<file path="src/rtl/mem_arb_pkg.sv">
// Shared types and constants for the data-memory arbiter.
// Latency: none (declarations only).
// Backpressure: n/a.
package mem_arb_pkg;

    typedef enum logic [1:0] {
        IDLE   = 2'd0,
        ACCESS = 2'd1,
        DONE   = 2'd2
    } arb_state_t;

    // Requester index: 0 = datapath load/store, 1 = loader/debug DMA.
    typedef logic req_id_t;

    localparam int MEM_LAT_MIN = 1;
    localparam int MEM_LAT_MAX = 4;

    // Wide enough to hold MEM_LAT_MAX-1.
    localparam int CNT_W = 2;

endpackage

</file>
<file path="src/rtl/arb_pick.sv">
// Combinational winner selection between the two memory requesters.
// Latency: zero cycles; purely combinational.
// Backpressure: none; the caller only consults it while idle.
import mem_arb_pkg::*;

module arb_pick (
    input  logic    req0,
    input  logic    req1,
    input  req_id_t last_grant,
    input  logic    rr_en,
    output logic    any,
    output req_id_t win
);

    // Single request wins outright; a tie goes to the non-last requester in
    // round-robin mode, otherwise to requester 0.
    always_comb begin
        any = req0 | req1;
        win = 1'b0;
        if (req0 && req1) begin
            win = rr_en ? ~last_grant : 1'b0;
        end else if (req1) begin
            win = 1'b1;
        end
    end

endmodule

</file>
<file path="src/rtl/data_memory_arbiter.sv">
// Two-requester arbiter for the single data memory port; MEM_ARB_ROUND_ROBIN_EN selects round-robin ties.
// Latency: request to ack is MEM_LAT+1 cycles; one transaction per MEM_LAT+2 cycles.
// Backpressure: requesters hold req until their one-cycle ack; others wait in place.
import mem_arb_pkg::*;

module data_memory_arbiter #(
    parameter int ADDR_W  = 8,
    parameter int DATA_W  = 8,
    parameter int MEM_LAT = 1
) (
    input  logic              clk,
    input  logic              rst,
    input  logic              req0,
    input  logic              req1,
    input  logic              we0,
    input  logic              we1,
    input  logic [ADDR_W-1:0] addr0,
    input  logic [ADDR_W-1:0] addr1,
    input  logic [DATA_W-1:0] wdata0,
    input  logic [DATA_W-1:0] wdata1,
    output logic              ack0,
    output logic              ack1,
    output logic [DATA_W-1:0] rdata,
    output logic [ADDR_W-1:0] mem_addr,
    output logic [DATA_W-1:0] mem_wdata,
    output logic              mem_read,
    output logic              mem_write,
    input  logic [DATA_W-1:0] mem_rdata,
    output logic              busy,
    output req_id_t           grant_id
);

    // Out-of-range latencies are clamped to the supported 1..4 window.
    localparam int LAT = (MEM_LAT < MEM_LAT_MIN) ? MEM_LAT_MIN :
                         (MEM_LAT > MEM_LAT_MAX) ? MEM_LAT_MAX : MEM_LAT;
    localparam logic [CNT_W-1:0] CNT_LOAD = CNT_W'(LAT - 1);

`ifdef MEM_ARB_ROUND_ROBIN_EN
    localparam logic RR_EN = 1'b1;
`else
    localparam logic RR_EN = 1'b0;
`endif

    arb_state_t       state;
    logic [CNT_W-1:0] cnt;
    req_id_t          last_grant;
    logic             any;
    req_id_t          win;

    arb_pick u_arb_pick (
        .req0       (req0),
        .req1       (req1),
        .last_grant (last_grant),
        .rr_en      (RR_EN),
        .any        (any),
        .win        (win)
    );

    // Arbiter FSM; the mem_* registers double as the latched transaction
    // fields, so they are loaded on grant and cleared when ACCESS ends.
    always_ff @(posedge clk or negedge rst) begin
        if (!rst) begin
            state      <= IDLE;
            cnt        <= '0;
            last_grant <= 1'b1;
            grant_id   <= 1'b0;
            busy       <= 1'b0;
            ack0       <= 1'b0;
            ack1       <= 1'b0;
            rdata      <= '0;
            mem_addr   <= '0;
            mem_wdata  <= '0;
            mem_read   <= 1'b0;
            mem_write  <= 1'b0;
        end else begin
            case (state)
                IDLE: begin
                    if (any) begin
                        state      <= ACCESS;
                        cnt        <= CNT_LOAD;
                        grant_id   <= win;
                        last_grant <= win;
                        busy       <= 1'b1;
                        if (win) begin
                            mem_addr  <= addr1;
                            mem_wdata <= wdata1;
                            mem_write <= we1;
                            mem_read  <= ~we1;
                        end else begin
                            mem_addr  <= addr0;
                            mem_wdata <= wdata0;
                            mem_write <= we0;
                            mem_read  <= ~we0;
                        end
                    end
                end
                ACCESS: begin
                    if (cnt == '0) begin
                        if (mem_read) begin
                            rdata <= mem_rdata;
                        end
                        mem_addr  <= '0;
                        mem_wdata <= '0;
                        mem_read  <= 1'b0;
                        mem_write <= 1'b0;
                        ack0      <= ~grant_id;
                        ack1      <= grant_id;
                        state     <= DONE;
                    end else begin
                        cnt <= cnt - 1'b1;
                    end
                end
                DONE: begin
                    ack0  <= 1'b0;
                    ack1  <= 1'b0;
                    busy  <= 1'b0;
                    state <= IDLE;
                end
                default: begin
                    state <= IDLE;
                end
            endcase
        end
    end

endmodule

</file>
<file path="config.mk">
export PLATFORM = sky130hd
export DESIGN_NAME = data_memory_arbiter
export DESIGN_NICKNAME = d
export VERILOG_FILES = /design/src/rtl/mem_arb_pkg.sv /design/src/rtl/arb_pick.sv /design/src/rtl/data_memory_arbiter.sv
export SDC_FILE = /design/constraint.sdc
export NUM_CORES = 1
export LEC_CHECK = 0
export BUFFER_PORTS_ARGS = -buffer_cell sky130_fd_sc_hd__buf_2
export CORE_MARGIN = 3
export CORE_UTILIZATION = 40
export DETAILED_ROUTE_END_ITERATION = 7
export GPL_TIMING_DRIVEN = 0
export PLACE_DENSITY = 0.74
export SYNTH_ARGS = -nofsm -noshare
export SYNTH_HDL_FRONTEND = slang
export SYNTH_SLANG_ARGS = --single-unit
export TNS_END_PERCENT = 50
</file>
<file path="constraint.sdc">
create_clock -name clk -period 1.6 [get_ports clk]
set_clock_uncertainty 0.15 [all_clocks]
set_input_delay 0.24 -clock clk [delete_from_list [all_inputs] [get_ports clk]]
set_output_delay 0.24 -clock clk [all_outputs]
set_load 0.02 [all_outputs]
</file>
==> run summary, run 1 <==
Clk sinks: 34
Post-synthesis register bit count: 34
Top cell type's share of synthesized area: 56.1%
Num CTS Buffers: 5
FILL cells: 289
Initial Util: 43.4%
Worst hold stages: 2
Crit path arrival time: 1.63 ns
Worst-path clk slew: 0.07 ns
Top cells by area, synth: dfrtp_1 56%, o2bb2ai_1 8.1%, a22oi_1 6.4%
First-pass GRT wire length: 6000 um
Post-Syn Instances: 121
Largest net degree at the start of global routing: 35
Vias in the first global route: 1296
Clk buf depth: 2
Slew margin rel.: 50.9%
RSZ-0062 raised after global routing: yes
Post-DRT Antenna Nets: 0
Drt drc: 0
Crit path cell chain: inv_2, ha_4, and3b_1, buf_6, a21oi_4, buf_12, a22o_4
HP Start: mem_rdata[6]
Fin crit share: 99.9%
Crit-path max cell delay: 0.39 ns
Chip width: 67.6 um
Layout cell share with drive strength beyond 1: 54.6%
Final instance area: 2140 um^2
Final slew viol count: 0
Final setup viols: 0
Routed len/inst: 15.5 um
Hold EP: rdata[6]
Area Overhead vs Synth: 41.1%
Placer Congestion: 0.790
# rows: 21
R2R Path Start: cnt[0]
TritonRoute pass-1 iters: 5
Worst flop-to-flop path endpoint: mem_wdata[2]
CP startpoint: cnt[0]
DR vias/cell: 5.26
GRT Util Overall: 17.9%
Period minus WS final: 1.60 ns
Critical Path Start Type: register
Static leakage power: 1.08 nW
Max Cap Viol: 0
Antenna violations before repair: 0
ANT cells: 0
CTS tree: done
Final Hold Viols: 0
Area of the mapped netlist: 1520 um^2
Hold crit path type: input pin to register
Cells on worst reg2reg path: 7
Port Buf Inserts: 75
Vias: 1331
Synth cell types: 29
Congestion Overflow GR: 0
Nets@finish: 254
I/O pin cnt: 76
Pre-CTS WS: -0.168 ns
Hpwl dp: 2800 um
Yosys top cell by area: dfrtp_1
Skew-Pair Late Insertion Delay: 0.28 ns
Sequential area share after synthesis: 56.1%
Most frequent cells in the layout: 77 x buf_2, 34 x dfrtp_1, 13 x a22oi_1, 13 x o2bb2ai_1, 9 x nand2_1
Die Y: 67.6 um
CP endpoint kind: register
Worst setup margin: 0.00194 ns
Placement Cell Area: 1960 um^2
VDD IR-drop max: 1070 uV
P per Cell Area: 1900 nW/um^2
CP required: 1.63 ns
Max Clk Rate: 0.626 GHz
Core Area: 3490 um^2
CP Max Fanout: 8
WS Path Type: register to register
Root Buffer: clkbuf_8
Worst-Margin Slew: 0.737 ns
Syn Nets: 168
Post-Route WL: 3930 um
Worst path slowest cell: dfrtp_1
DR iter-0 viols: 57
R2R Setup Slk: 0.002 ns
H-tree depth: 2
Synth Warn #: 0
DIE AREA: 4570 um^2
Status: complete, no violations
Syn_area_per_cell: 12.5 um^2
Leading cell type in the layout, fill and taps excluded: buf_2
## state kept, by name, summed over array words and instances (netlist names)
| signal | count |
|---|---|
| ack0 | 1 |
| mem_write | 1 |
| mem_addr | 8 |
| mem_read | 1 |
| cnt | 2 |
| mem_wdata | 8 |
| grant_id | 1 |
| state | 2 |
| rdata | 8 |
| ack1 | 1 |
| busy | 1 |
## what timing repair did
item / 4_1_cts / 5_1_grt
setup endpoints to repair: 28 / 11
hold buffers: 1 / 0
cloned: 0 / 0
endpoints found under the hold margin: 34 / 0
resized for setup: 5 / 7
pin swaps: 1 / 3
setup buffers: 3 / 0
## power breakdown
group | internal, mW | switching (mW)
clock network | 0.292 | 0.302
logic | 0.883 | 1.11
registers | 1.22 | 0.252
total | 2.40 | 1.67
## layout make-up
cell class / count / area, um^2 / share of cell area, %
flip-flops and latches: 34 / 851 / 39.7
multi-input cells: 74 / 639 / 29.8
repair buffers: 79 / 420 / 19.6
plain buffers: 7 / 72.6 / 3.39
clock buffers: 5 / 68.8 / 3.21
well taps: 46 / 57.6 / 2.69
inverters: 6 / 22.5 / 1.05
clock inverters: 2 / 10.0 / 0.467
## synthesized netlist by cell type (all sizes together)
library cell / count
a21o: 1
a21oi: 4
a22o: 3
a22oi: 13
a2bb2oi: 1
a32o: 1
and2b: 1
and3: 1
and3b: 1
buf: 4
clkbuf: 2
dfrtp: 34
dlymetal6s2s: 1
ha: 1
inv: 6
mux2: 8
mux2i: 2
nand2: 10
nor2: 2
o21ai: 5
o22ai: 3
o2bb2ai: 14
or2: 2
or3b: 1
## metal layers
metal	track usage, %	vias to the layer above	part of all wire [%]
met1	20.3	655	41
met3	7.15	4	8.8
li1	-	619	-
met4	5.32	0	0.84
met2	30.6	53	50
met5	0	-	0
## per-stage QoR
stage / power (mW) / hold WS [ns] / utilization [%] / TNS (ns) / std cells
6_report: 4.06 / 0.0406 / 61.3 / 0 / 253
5_1_grt: 4.32 / 0.0403 / 61.3 / -0.170 / 253
4_1_cts: 3.96 / 0.0360 / 60.0 / -0.00167 / 253
3_5_place_dp: 3.27 / 0.193 / 56.0 / -2.12 / 242
3_3_place_gp: 3.21 / 0.188 / 56.0 / -1.33 / 242
2_1_floorplan: 2.66 / -0.206 / - / 0 / 121
## logic make-up (layout without fill, tap and decap cells)
| kind of cell | after synthesis | in the layout | share of synthesized area (%) |
|---|---|---|---|
| compound gates | 45 | 45 | 23.4 |
| flops | 34 | 34 | 56.1 |
| simple gates | 18 | 18 | 6.18 |
| buf+inv | 13 | 99 | 6.27 |
| mux | 10 | 10 | 7.26 |
| fa+ha+maj | 1 | 1 | 0.824 |
## how the worst max path moves through the flow
stage / end / slack [ns] / cells past startpoint
after floorplan: rdata[0] / 0.006 / 6
after global placement: mem_wdata[6] / -0.10 / 7
after detailed placement: mem_addr[5] / -0.17 / 7
after CTS: rdata[4] / -0.002 / 6
after global routing: mem_wdata[2] / -0.04 / 7
final: mem_wdata[2] / 0.002 / 7
## worst max-delay path: cells and delay by family, from the launching register on
| family | cells | cell delay, ns |
|---|---|---|
| buffers and inverters | 3 | 0.36 |
| and+or+nand+nor | 1 | 0.16 |
| DFF | 1 | 0.39 |
| AOI/OAI and AO/OA | 2 | 0.29 |
| adders and majority gates | 1 | 0.14 |
(Power assumes the default switching activity.)
==> inputs of run 2 (changes only) <==
--- a/config.mk
+++ b/config.mk
@@ -7,11 +7,13 @@
 export LEC_CHECK = 0
 export BUFFER_PORTS_ARGS = -buffer_cell sky130_fd_sc_hd__buf_2
 export CORE_MARGIN = 3
-export CORE_UTILIZATION = 40
+export CORE_UTILIZATION = 42
+export CTS_BUF_LIST = sky130_fd_sc_hd__clkbuf_8
 export DETAILED_ROUTE_END_ITERATION = 7
 export GPL_TIMING_DRIVEN = 0
-export PLACE_DENSITY = 0.74
+export PLACE_DENSITY = 0.77
+export SKIP_CTS_REPAIR_TIMING = 1
 export SYNTH_ARGS = -nofsm -noshare
 export SYNTH_HDL_FRONTEND = slang
 export SYNTH_SLANG_ARGS = --single-unit
-export TNS_END_PERCENT = 50
+export TNS_END_PERCENT = 10
==> run 2 against run 1 <==
  * Sequential share of layout area fell by 0.23 points
  * Sequential power barely moved
  * Maximum frequency rose by 1.2%
  * Highest routed layer unchanged
  * Utilization rose by 1.8 points
  * First-iteration DRC count rose by 14%
  * Non-clock buffer count fell by 1
  * Power rose by 0.87%
  * Cell count did not move
  * Critical endpoint is now mem_wdata[1]
  * Count of clock-buffer cells in the layout rose by 1
  * Clock power rose by 7.2%
==> run summary, run 2 (synthesized netlist as in run 1, its figures left out) <==
Status: complete, no violations
Metal2 WL: 1890 um (-3.1%)
Highest routed layer: met4
Worst-path clk slew: 0.06 ns (about the same)
CP Max Fanout: 8 (unchanged)
R2R Path Start: cnt[0]
ANT cells: 0 (unchanged)
CP endpoint: mem_wdata[1]
Post-Route Setup TNS: 0 ns (unchanged)
Total power draw: 4.10 mW (+0.87%)
Port Buf Inserts: 75 (unchanged)
Routed met1 length: 1500 um (-6.4%)
VDD IR-drop max: 1170 uV (+8.6%)
Cells on worst reg2reg path: 7 (unchanged)
Final slew viol count: 0 (unchanged)
Congestion Overflow GR: 0 (unchanged)
First-pass GRT wire length: 5540 um (-7.7%)
Routed len/inst: 14.6 um (-6.4%)
Largest net degree at the start of global routing: 35 (unchanged)
Hold crit path type: input pin to register
Vias: 1280 (-3.8%)
Crit path cell chain: inv_2, ha_4, and3b_1, buf_6, a21oi_4, buf_6, a22o_4
Crit-path max cell delay: 0.40 ns (about the same)
Clk sinks: 34 (unchanged)
Layout cell share with drive strength beyond 1: 53.6% (-0.97 points)
Skew-Pair Late Insertion Delay: 0.28 ns (about the same)
RSZ-0062 raised after global routing: yes
Worst setup margin: 0.0203 ns (+0.0184 ns)
Final Hold Viols: 0 (unchanged)
FILL cells: 292 (+1.0%)
Fin crit share: 98.7% (-1.1 points)
# rows: 21 (unchanged)
WS Path Type: register to register
DR vias/cell: 5.06 (-3.8%)
Pre-CTS WS: -0.151 ns (+0.0174 ns)
Hpwl dp: 2660 um (-5.2%)
Post-Route WL: 3680 um (-6.4%)
Area Overhead vs Synth: 42.0%
CTS tree: done
Slew margin rel.: 50.9% (+0.055 points)
WL met3: 246 um (-29%)
Critical Path Start Type: register
R2R Setup Slk: 0.02 ns (+0.02 ns)
DIE AREA: 4370 um^2 (-4.3%)
H-tree depth: 2 (unchanged)
Most frequent CP cell: buf_6
Period minus WS final: 1.58 ns (-0.0184 ns)
Post-DRT Antenna Nets: 0 (unchanged)
Root Buffer: clkbuf_8
Vias in the first global route: 1260 (-2.8%)
Most frequent cells in the layout: 77 x buf_2, 34 x dfrtp_1, 14 x o2bb2ai_1
Top Registers: mem_addr x8, mem_wdata x8, rdata x8
Leading cell type in the layout, fill and taps excluded: buf_2
P per Cell Area: 1900 nW/um^2 (+0.28%)
Chip width: 66.1 um (-2.2%)
Worst flop-to-flop path endpoint: mem_wdata[1]
Hold_ws: 0.0379 ns (-0.00265 ns)
Placer Congestion: 0.717 (-9.2%)
GRT Util Overall: 16.8% (-1.0 points)
I/O pin cnt: 76 (unchanged)
Crit path arrival time: 1.60 ns (-0.03 ns)
Num CTS Buffers: 5 (unchanged)
Worst-Margin Slew: 0.736 ns (-0.000831 ns)
Initial Util: 44.4% (+1.0 points)
Clk buf depth: 2 (unchanged)
CP startpoint: cnt[0]
Max Cap Viol: 0 (unchanged)
Antenna violations before repair: 0 (unchanged)
CP required: 1.62 ns (about the same)
Nets@finish: 253 (-0.39%)
Fin util: 63.1% (+1.8 points)
Worst path slowest cell: dfrtp_1
Drt drc: 0 (unchanged)
Static leakage power: 1.11 nW (+2.7%)
Die Y: 66.1 um (-2.2%)
Core Area: 3420 um^2 (-2.3%)
Final setup viols: 0 (unchanged)
DR iter-0 viols: 65 (+14%)
CP endpoint kind: register
Max Clk Rate: 0.633 GHz (+1.2%)
TritonRoute pass-1 iters: 4 (-1)
[run 2: changes by cell type in the layout (fill, tap and decap cells not counted), sizes merged]
| cell | before | now |
|---|---|---|
| inv | 6 | 7 |
| buf | 82 | 81 |
| clkinv | 2 | 1 |
| clkbuf | 7 | 8 |
[run 2: final cells by class]
cell class / instances / area (um^2) / area share (%)
multi-input combinational: 74 / 656 / 30.4
clock inverter: 2 / 8.76 / 0.407
tap: 46 / 57.6 / 2.67
clock buffer: 6 / 82.6 / 3.83
inverter: 6 / 22.5 / 1.05
buffer: 7 / 72.6 / 3.37
timing repair buffer: 78 / 404 / 18.8
sequential: 34 / 851 / 39.5
[run 2: per-stage QoR]
| step | std cells | instance area [um^2] |
|---|---|---|
| floorplan | 121 | 1520 |
| global placement | 242 | 1960 |
| detailed placement | 242 | 1960 |
| CTS | 250 | 2050 |
| global route | 253 | 2150 |
| finish | 253 | 2150 |
[run 2: power by group]
part | leakage, nW | total, mW | internal [mW] | switching [mW]
registers | 0.424 | 1.47 | 1.22 | 0.252
logic | 0.632 | 1.99 | 0.898 | 1.09
clock network | 0.0524 | 0.637 | 0.340 | 0.297
total | 1.11 | 4.10 | 2.46 | 1.64
[run 2: layer usage]
layer | global-route usage (%) | up-vias
met4 | 8.12 | 0
met5 | 0 | -
li1 | - | 614
met3 | 6.46 | 5
met1 | 20.2 | 623
met2 | 26.4 | 38
[run 2: worst min path at each step]
stage                   end    startpoint  slack [ns]  cells past startpoint
2_1_floorplan          ack0           rst       -0.21                      0
3_3_place_gp   mem_wdata[3]           rst        0.21                      1
3_5_place_dp   mem_wdata[5]           rst        0.20                      1
4_1_cts        mem_wdata[5]           rst       -0.11                      1
5_1_grt            rdata[4]  mem_rdata[4]        0.03                      2
6_report           rdata[3]  mem_rdata[3]        0.04                      2
[run 2: worst max-delay path, delay by kind of cell (launching register included)]
kind / cells / cell delay [ns]
and+or+nand+nor: 1 / 0.16
AOI/OAI and AO/OA: 2 / 0.27
buffers and inverters: 3 / 0.35
adders and majority gates: 1 / 0.13
DFF: 1 / 0.40
==> inputs of run 3 (changes only) <==
--- a/config.mk
+++ b/config.mk
@@ -5,9 +5,10 @@
 export SDC_FILE = /design/constraint.sdc
 export NUM_CORES = 1
 export LEC_CHECK = 0
+export ABC_AREA = 1
 export BUFFER_PORTS_ARGS = -buffer_cell sky130_fd_sc_hd__buf_2
 export CORE_MARGIN = 3
-export CORE_UTILIZATION = 42
+export CORE_UTILIZATION = 43
 export CTS_BUF_LIST = sky130_fd_sc_hd__clkbuf_8
 export DETAILED_ROUTE_END_ITERATION = 7
 export GPL_TIMING_DRIVEN = 0
==> run 3 against run 2 <==
  * Critical path depth shrank 1
  * Highest routed layer unchanged
  * Power up 2.3%
  * Setup slack improved by 0.077 ns
  * Cell count grew 34%
  * Sequential share of layout area fell by 0.70 points
  * Critical path type unchanged
  * Utilization shrank 0.78 points
  * Sequential power is 3% higher
  * First-iteration DRC count stayed put
  * Combinational power grew 5%
==> run summary, run 3 <==
Status: complete, no violations
Top cell type's share of synthesized area: 51.1% (-5.0 points)
Nets@finish: 340 (+34%)
Switching part of the total: 45.5% (+5.6 points)
Chip width: 68.3 um (+3.2%)
Layout cell share with drive strength beyond 1: 35.2% (-18 points)
Port Buf Inserts: 75 (unchanged)
Hold crit path type: input pin to register
Reg power frac: 36.2% (+0.2 points)
Worst-path clk slew: 0.07 ns (about the same)
Worst-Margin Slew: 0.768 ns (+0.0314 ns)
# rows: 21 (unchanged)
Die Y: 68.3 um (+3.2%)
Final slew viol count: 0 (unchanged)
Period minus WS final: 1.50 ns (-0.0773 ns)
Adder-Cell Fraction of Synth Area: 0.751% (-0.074 points)
Dominant synthesized flop cell: dfrtp_1
Commonest cells post-synth: 66 x nand2_1, 39 x nand3_1, 34 x dfrtp_1
Sequential area share after synthesis: 51.1% (-5.0 points)
TritonRoute pass-1 iters: 4 (unchanged)
Synthesized-area fraction occupied by and/or/nand/nor cells: 35.7% (+29 points)
Most frequent cells in the layout: 79 x buf_2, 65 x nand2_1, 39 x nand3_1
Placement Cell Area: 2100 um^2 (+7.4%)
DIE AREA: 4660 um^2 (+6.6%)
Power share of the combinational group: 49.9% (+1.4 points)
Final instance area: 2190 um^2 (+1.8%)
Clk sinks: 34 (unchanged)
Top Registers: mem_addr x8, mem_wdata x8, rdata x8
CP Max Fanout: 10 (+2)
Main combinational cell family by area after synthesis: simple AND/OR/NAND/NOR gates
Antenna violations before repair: 0 (unchanged)
Slew margin rel.: 48.8% (-2.1 points)
Fin crit share: 93.9% (-4.8 points)
Largest net degree at the start of global routing: 35 (unchanged)
Synth Warn #: 0 (unchanged)
Cells on worst reg2reg path: 6 (-1)
Post-Route Setup TNS: 0 ns (unchanged)
Hpwl dp: 2990 um (+13%)
Initial Util: 47.3% (+2.9 points)
P per Cell Area: 1910 nW/um^2 (+0.53%)
Max Cap Viol: 0 (unchanged)
Switching pwr: 1.91 mW (+17%)
Post-Route WL: 4050 um (+10%)
Int Pwr: 2.28 mW (-7.2%)
Crit path arrival time: 1.53 ns (-0.07 ns)
Most frequent cell after synthesis: nand2_1
CTS tree: done
Final Hold Viols: 0 (unchanged)
Post-Syn Instances: 210 (+74%)
Syn_area_per_cell: 7.94 um^2 (-37%)
Syn Nets: 257 (+53%)
Critical Path Start Type: register
Area of the mapped netlist: 1670 um^2 (+9.8%)
Post-synthesis mux area share: 0% (-7.3 points)
Placer Congestion: 0.696 (-2.9%)
RSZ-0062 raised after global routing: no
Vias in the first global route: 1528 (+21%)
Synth cell types: 19 (-34%)
EDFF count, synth: 0 (unchanged)
Post-Synth XOR/XNOR Area: 0% (unchanged)
Total power draw: 4.19 mW (+2.3%)
First-pass GRT wire length: 6670 um (+20%)
Root Buffer: clkbuf_8
Finished Layout Cells: 339 (+34%)
Clock share of power: 14.0% (-1.6 points)
Post-DRT Antenna Nets: 0 (unchanged)
Static leakage power: 1.28 nW (+15%)
# placed instances: 331 (+37%)
Num CTS Buffers: 5 (unchanged)
Core Area: 3520 um^2 (+3.1%)
CP endpoint kind: register
Async SR Flop Fraction: 100% (unchanged)
DR vias/cell: 4.75 (-6.2%)
ANT cells: 0 (unchanged)
Area Overhead vs Synth: 31.6%
Yosys top cell by area: dfrtp_1
Congestion Overflow GR: 0 (unchanged)
H-tree depth: 2 (unchanged)
Vias: 1609 (+26%)
I/O pin cnt: 76 (unchanged)
Post-synthesis register bit count: 34 (unchanged)
WS Path Type: register to register
Compound-Gate Fraction of Synth Area: 3.83% (-20 points)
Routed len/inst: 12.0 um (-18%)
Leading cell type in the layout, fill and taps excluded: buf_2
CP required: 1.63 ns (about the same)
DR iter-0 viols: 65 (unchanged)
Clk buf depth: 2 (unchanged)
VDD IR-drop max: 913 uV (-22%)
Top cells by area, synth: dfrtp_1 51%, nand2_1 15%, nand3_1 12%
Final setup viols: 0 (unchanged)
Drt drc: 0 (unchanged)
GRT Util Overall: 19.7% (+2.9 points)
Max Clk Rate: 0.666 GHz (+5.1%)
Skew-Pair Late Insertion Delay: 0.28 ns (about the same)
Worst hold stages: 3 (+1)
## run 3: cell count changes in the layout (fill, tap and decap cells not counted), sizes merged, moves of 4 or more
cell | before | now
nand2 | 10 | 67
nand3 | 0 | 39
inv | 7 | 27
o2bb2ai | 14 | 0
a22oi | 13 | 0
or2 | 2 | 15
mux2 | 8 | 0
o21ai | 5 | 11
nor2 | 2 | 6
## run 3: layout make-up
| type | instances | area [um^2] |
|---|---|---|
| Inverter | 27 | 101 |
| Sequential cell | 34 | 851 |
| Buffer | 7 | 46.3 |
| Clock inverter | 2 | 10.0 |
| Multi-Input combinational cell | 142 | 673 |
| Fill cell | 348 | 1330 |
| Timing Repair Buffer | 76 | 385 |
| Clock buffer | 5 | 68.8 |
| Tap cell | 46 | 57.6 |
## run 3: power by group through the flow
stage | Combinational [mW] | Clock, mW | Sequential (mW)
floorplan | 0.941 | 0 | 1.96
global placement | 2.06 | 0 | 1.51
detailed placement | 2.11 | 0 | 1.52
CTS | 2.12 | 0.605 | 1.52
global route | 2.34 | 0.637 | 1.57
finish | 2.09 | 0.586 | 1.52
## run 3: logic make-up after synthesis
family                     after synthesis
adders and majority gates                1
and+or+nand+nor                        129
DFF                                     34
buffers and inverters                   34
AOI/OAI and AO/OA                       12
## run 3: critical path, cell delays in order, from the launching register on
cell and delay [ns]:
dfrtp_1 0.39, inv_1 0.09, ha_1 0.21, nand3_1 0.18, buf_2 0.23, nand3_1 0.10, nand2_1 0.05
## run 3: final timing paths
check | endpoint | slack, ns | from
min reg2reg | busy | 0.33 | busy
max | mem_write | 0.1 | cnt[0]
min in group asynchronous | busy | 0.41 | rst
max reg2reg | mem_write | 0.1 | cnt[0]
min | rdata[2] | 0.004 | mem_rdata[2]
max in group asynchronous | mem_wdata[6] | 0.40 | rst
## run 3: through the flow
| stage | setup slack [ns] | hold slack (ns) | utilization, % |
|---|---|---|---|
| 6_report | 0.0976 | 0.00400 | 62.3 |
| 3_5_place_dp | 0.0998 | 0.200 | 59.6 |
| 5_1_grt | 0.00147 | 0.0114 | 62.3 |
| 2_1_floorplan | 0.296 | -0.206 | - |
| 3_3_place_gp | 0.108 | 0.198 | 59.6 |
| 4_1_cts | 0.0550 | -0.105 | 61.9 |
## run 3: routing by layer
| layer | routed length [um] | vias up | global-route usage (%) |
|---|---|---|---|
| met4 | 70 | 0 | 9.18 |
| met5 | 0 | - | 0 |
| met3 | 391 | 8 | 6.57 |
| met2 | 2020 | 65 | 34.5 |
| met1 | 1570 | 716 | 21.2 |
| li1 | - | 820 | - |
